--- config.mk ---
export PLATFORM = sky130hd
export DESIGN_NAME = cde_reset_sequencer
export DESIGN_NICKNAME = d
export VERILOG_FILES = /design/src/rtl/cde_reset_sequencer.sv
export SDC_FILE = /design/constraint.sdc
export NUM_CORES = 1
export LEC_CHECK = 0
export BUFFER_PORTS_ARGS = -buffer_cell sky130_fd_sc_hd__buf_2
export CAP_MARGIN = 10
export CELL_PAD_IN_SITES_DETAIL_PLACEMENT = 1
export CELL_PAD_IN_SITES_GLOBAL_PLACEMENT = 1
export CORE_UTILIZATION = 35
export DETAILED_ROUTE_END_ITERATION = 6
export PLACE_DENSITY = 0.72
export SYNTH_ARGS = -nofsm -noshare
export SYNTH_HDL_FRONTEND = slang
export SYNTH_SLANG_ARGS = --single-unit
--- constraint.sdc ---
create_clock -name clk -period 3.8 [get_ports clk]
set_input_delay 0.57 -clock clk [delete_from_list [all_inputs] [get_ports clk]]
set_output_delay 0.57 -clock clk [all_outputs]
set_load 0.01 [all_outputs]
--- src/rtl/cde_reset_sequencer.sv ---
// cde_reset_sequencer
//   Holds NUM_STAGES downstream active-low resets asserted until the PLL is
//   locked and no software reset is requested. It then releases them one at a
//   time, bit 0 first, with STAGE_DLY cycles between releases. Loss of lock or
//   a software request re-asserts every stage together.
//
// Ports
//   clk           system clock, all logic on posedge
//   reset_n       asynchronous active-low reset
//   pll_lock      asynchronous, 1 = clock stable
//   soft_rst_req  asynchronous level, 1 = reset all stages
//   rst_n_out     sequenced active-low resets, bit 0 released first
//   seq_done      1 = all stages released
//   busy          1 = sequence not complete
//   lock_lost     one-cycle pulse when a release/run is aborted by lock loss
//
// state      | meaning
// -----------+----------------------------------------------------------
// ST_ASSERT  | all stages held in reset, counting qualified hold cycles
// ST_RELEASE | stage 0 released, releasing the rest every STAGE_DLY cycles
// ST_RUN     | all stages released
module cde_reset_sequencer #(
  parameter int DEPTH      = 2,
  parameter int NUM_STAGES = 3,
  parameter int HOLD_DLY   = 8,
  parameter int STAGE_DLY  = 4,
  parameter int CNT_W      = 8
) (
  input  logic                  clk,
  input  logic                  reset_n,
  input  logic                  pll_lock,
  input  logic                  soft_rst_req,
  output logic [NUM_STAGES-1:0] rst_n_out,
  output logic                  seq_done,
  output logic                  busy,
  output logic                  lock_lost
);

  localparam int STG_W = $clog2(NUM_STAGES) + 1;
  localparam logic [CNT_W-1:0] HOLD_LAST  = CNT_W'(HOLD_DLY - 1);
  localparam logic [CNT_W-1:0] STAGE_LAST = CNT_W'(STAGE_DLY - 1);
  localparam logic [STG_W-1:0] STG_LAST   = STG_W'(NUM_STAGES - 1);

  typedef enum logic [1:0] {
    ST_ASSERT  = 2'd0,
    ST_RELEASE = 2'd1,
    ST_RUN     = 2'd2
  } state_t;

  logic [DEPTH-1:0]      lock_sync_q;
  logic [DEPTH-1:0]      req_sync_q;
  logic                  lock_s;
  logic                  req_s;
  logic                  qual;

  state_t                state_q, state_d;
  logic [CNT_W-1:0]      cnt_q, cnt_d;
  logic [STG_W-1:0]      stg_q, stg_d;
  logic [NUM_STAGES-1:0] rst_n_out_q, rst_n_out_d;
  logic                  seq_done_q, seq_done_d;
  logic                  busy_q, busy_d;
  logic                  lock_lost_q, lock_lost_d;

  assign lock_s = lock_sync_q[DEPTH-1];
  assign req_s  = req_sync_q[DEPTH-1];
  assign qual   = lock_s & ~req_s;

  always_comb begin
    state_d     = state_q;
    cnt_d       = cnt_q;
    stg_d       = stg_q;
    rst_n_out_d = rst_n_out_q;
    lock_lost_d = 1'b0;

    case (state_q)
      ST_ASSERT: begin
        rst_n_out_d = '0;
        if (!qual) begin
          cnt_d = '0;
        end else if (cnt_q != HOLD_LAST) begin
          cnt_d = cnt_q + 1'b1;
        end else begin
          cnt_d          = '0;
          stg_d          = STG_W'(1);
          rst_n_out_d[0] = 1'b1;
          state_d        = (NUM_STAGES == 1) ? ST_RUN : ST_RELEASE;
        end
      end

      ST_RELEASE, ST_RUN: begin
        // Abort wins over any release due on the same edge.
        if (!qual) begin
          state_d     = ST_ASSERT;
          rst_n_out_d = '0;
          cnt_d       = '0;
          stg_d       = '0;
          lock_lost_d = ~lock_s;
        end else if (state_q == ST_RELEASE) begin
          if (cnt_q == STAGE_LAST) begin
            cnt_d = '0;
            stg_d = stg_q + 1'b1;
            for (int i = 0; i < NUM_STAGES; i++) begin
              if (stg_q == STG_W'(i)) rst_n_out_d[i] = 1'b1;
            end
            if (stg_q == STG_LAST) state_d = ST_RUN;
          end else begin
            cnt_d = cnt_q + 1'b1;
          end
        end
      end

      default: begin
        state_d     = ST_ASSERT;
        rst_n_out_d = '0;
        cnt_d       = '0;
        stg_d       = '0;
      end
    endcase

    seq_done_d = (state_d == ST_RUN);
    busy_d     = (state_d != ST_RUN);
  end

  always_ff @(posedge clk or negedge reset_n) begin
    if (!reset_n) begin
      lock_sync_q <= '0;
      req_sync_q  <= '0;
      state_q     <= ST_ASSERT;
      cnt_q       <= '0;
      stg_q       <= '0;
      rst_n_out_q <= '0;
      seq_done_q  <= 1'b0;
      busy_q      <= 1'b1;
      lock_lost_q <= 1'b0;
    end else begin
      lock_sync_q <= {lock_sync_q[DEPTH-2:0], pll_lock};
      req_sync_q  <= {req_sync_q[DEPTH-2:0], soft_rst_req};
      state_q     <= state_d;
      cnt_q       <= cnt_d;
      stg_q       <= stg_d;
      rst_n_out_q <= rst_n_out_d;
      seq_done_q  <= seq_done_d;
      busy_q      <= busy_d;
      lock_lost_q <= lock_lost_d;
    end
  end

  assign rst_n_out = rst_n_out_q;
  assign seq_done  = seq_done_q;
  assign busy      = busy_q;
  assign lock_lost = lock_lost_q;

endmodule

==> impl_metrics.env <==
export IMPL_status="completed"
export IMPL_yosys_top_cells_count="dfrtp_1 (22), inv_1 (12), nand2_1 (11)"
export IMPL_critical_path_class="reg -> reg"
export IMPL_post_route_period_util_pct=62.7
export IMPL_path_max_fanout=13
export IMPL_htreeDepth=1
export IMPL_num_vias=1081
export IMPL_hp_class="in -> async"
export IMPL_netlist_area_um2=1350
export IMPL_synth_edff_count=0
export IMPL_drc=0
export IMPL_clk_pin_slew_ns=0.09
export IMPL_relSlewSlack_pct=25.7
export IMPL_routedWlPerCell_um=16.1
export IMPL_path_delay_family="simple AND/OR/NAND/NOR gates"
export IMPL_areaGrowthSynthToFinish_pct=8.92
export IMPL_cp_required_ns=3.96
export IMPL_gp_congestion=0.817
export IMPL_cellLeakagePower_uw=0.000636
export IMPL_dr_wl_met2_mm=1.49
export IMPL_wl_met3_um=80
export IMPL_regArea_um2=577
export IMPL_cts_made_buffers=3
export IMPL_tritoncts="built"
export IMPL_grt_max_degree=24
export IMPL_syn_area_per_cell_um2=9.69
export IMPL_crit_path_end_kind="flop"
export IMPL_drive_gt1_share_pct=15.1
export IMPL_clockBufferDepth=2
export IMPL_post_cts_buffers=0
export IMPL_ios=10
export IMPL_layout_setup_ws_ns=1.42
export IMPL_dpl_hpwl_mm=2.24
export IMPL_cts_hold_buffers=0
export IMPL_maxCapViolations=0
export IMPL_nFillCells=432
export IMPL_synth_top_cell_area_share_pct=40.9
export IMPL_worst_ep_arrival_time_ns=2.55
export IMPL_finalHoldViolations=0
export IMPL_root_buffer="clkbuf_8"
export IMPL_die_h_um=64.0
export IMPL_multiInputGateArea_um2=693
export IMPL_synthArstFlopShare_pct=100
export IMPL_synth_fa_ha_area_share_pct=7.43
export IMPL_tns_ns=0
export IMPL_grt_ovfl_total=0
export IMPL_initialDrtViolationCount=56
export IMPL_synth_area_mux_share_pct=2.32
export IMPL_num_rows=22
export IMPL_cts_sinks=23
export IMPL_syn_nets=151
export IMPL_die_w_um=64.0
export IMPL_initial_core_util_pct=36.5
export IMPL_drt_total_wl_mm=3.12
export IMPL_period_needed_ns=2.38
export IMPL_setup_viol_count_final=0
export IMPL_n_antenna_cell=0
export IMPL_grt_pass1_wl_mm=5.42
export IMPL_skew_ns=0.00259
export IMPL_ys_warnings_count=0
export IMPL_synth_compound_area_share_pct=15.0
export IMPL_drt_met1_wl_mm=1.46
export IMPL_cp_start_kind="flop"
export IMPL_yosysTopAreaCell="dfrtp_1"
export IMPL_post_place_ws_ns=1.44
export IMPL_slew_viol_final=0
export IMPL_yosys_top_cells_area="dfrtp_1 (41%), ha_1 (7.4%), inv_1 (3.3%)"
export IMPL_ys_types=45
export IMPL_worst_ir_drop_vdd_uv=139
export IMPL_synthSimpleGateAreaFrac_pct=26.8
export IMPL_antenna_found_initial=0
export IMPL_grt_pass1_vias=1170
export IMPL_cts_resized=0
export IMPL_synth_seq_cells=23
export IMPL_syn_inst=139
export IMPL_io_buffers=9
export IMPL_synth_top_family_by_area="simple AND/OR/NAND/NOR gates"
export IMPL_coreArea_um2=3690
export IMPL_top_layer="met4"
export IMPL_synth_most_common_cell="dfrtp_1"
export IMPL_rsz0062_at_grt="no"
export IMPL_dr_pass1_iters=4
export IMPL_synth_xor_area_share_pct=0
export IMPL_path_buf_inv=1
export IMPL_power_total_uw=430
export IMPL_clock_latency_ns=0.28
export IMPL_drt_vias_per_instance=5.57
export IMPL_ant_nets=0
export IMPL_max_freq_mhz=419
export IMPL_pwr_density_cell_nw_per_um2=293
export IMPL_critPathSlowestCell="nor4bb_1"
export IMPL_die_area_um2=4100
export IMPL_worst_slew_pin_slew_ns=1.10
export IMPL_yosysSeqAreaShare_pct=42.8
export IMPL_max_stage_delay_ns=0.91
export IMPL_grt_use_total_pct=17.3
export IMPL_nets=159
export IMPL_ys_flop_type="dfrtp_1"
export IMPL_crit_chain="inv_1 > ha_1 > nor4bb_1 > nor2_1 > mux2i_1 > o21ai_0"
-- where the power goes --
part | leakage (µW) | internal [µW] | switching, µW
logic | 0.000303 | 5.23 | 10.8
registers | 0.000308 | 248 | 3.39
clock network | 0.0000255 | 73.7 | 88.6
-- stage by stage --
step	cell area, µm²	utilization (%)	std cells	hold slack [ns]
2_1_floorplan	1350	-	139	0.274
3_3_place_gp	1420	38.5	190	0.332
3_5_place_dp	1420	38.5	190	0.342
4_1_cts	1470	39.8	194	0.282
5_1_grt	1470	39.8	194	0.313
6_report	1470	39.8	194	0.257
-- path summary, 6_finish.rpt --
path                           startpoint             end  slack (ns)  cells after the start
setup / recovery               state_q[1]        cnt_q[6]        1.42                      6
hold / removal                    reset_n        seq_done        0.26                      1
setup reg to reg               state_q[1]        cnt_q[6]        1.42                      6
hold reg to reg            lock_sync_q[0]  lock_sync_q[1]        0.36                      0
max in group asynchronous         reset_n            busy        3.18                      1
min in group clk           lock_sync_q[0]  lock_sync_q[1]        0.36                      0
-- registers in the layout (all words and copies together) (netlist names) --
signal / flops
busy: 1
cnt_q: 8
lock_lost: 1
lock_sync_q: 2
req_sync_q: 2
rst_n_out: 3
seq_done: 1
state_q: 2
stg_q: 3
-- cells by family after synthesis --
| family | count (synthesis) |
|---|---|
| AOI/OAI and AO/OA | 30 |
| DFF | 23 |
| adders and majority gates | 8 |
| and+or+nand+nor | 57 |
| muxes | 3 |
| buffers and inverters | 18 |
-- layout by cell type, fill, tap and decap left out, types with 3 or more instances in the layout --
cell type | Yosys | routed
a21oi_1 | 6 | 6
a31oi_1 | 5 | 5
and3_1 | 3 | 3
buf_2 | 1 | 9
clkbuf_8 | 0 | 3
dfrtp_1 | 22 | 22
ha_1 | 8 | 8
inv_1 | 12 | 12
nand2_1 | 11 | 11
nand3_1 | 6 | 6
nor2_1 | 9 | 9
nor3_1 | 3 | 3
nor4bb_1 | 3 | 3
o21ai_0 | 4 | 4
o22ai_1 | 3 | 3
-- metal layers --
| layer | GRT usage [%] | vias up |
|---|---|---|
| li1 | - | 517 |
| met1 | 21.5 | 534 |
| met2 | 27.8 | 21 |
| met3 | 2.86 | 9 |
| met4 | 10.5 | 0 |
| met5 | 0 | - |
-- worst register-to-register path, delay by kind of cell (launching register included) --
family	cells	cell delay (ns)
simple gates	2	1.01
fa+ha+maj	1	0.50
flops	1	0.43
mux	1	0.16
buf+inv	1	0.09
compound gates	1	0.09
-- final cells by class --
cell class	instances	area share [%]
multi-input cells	98	47.3
flip-flops and latches	23	39.3
well taps	48	4.10
repair buffers	9	3.07
inverters	12	3.07
clock buffers	3	2.82
clock inverters	1	0.341
Power figures use the tool's default switching activity.
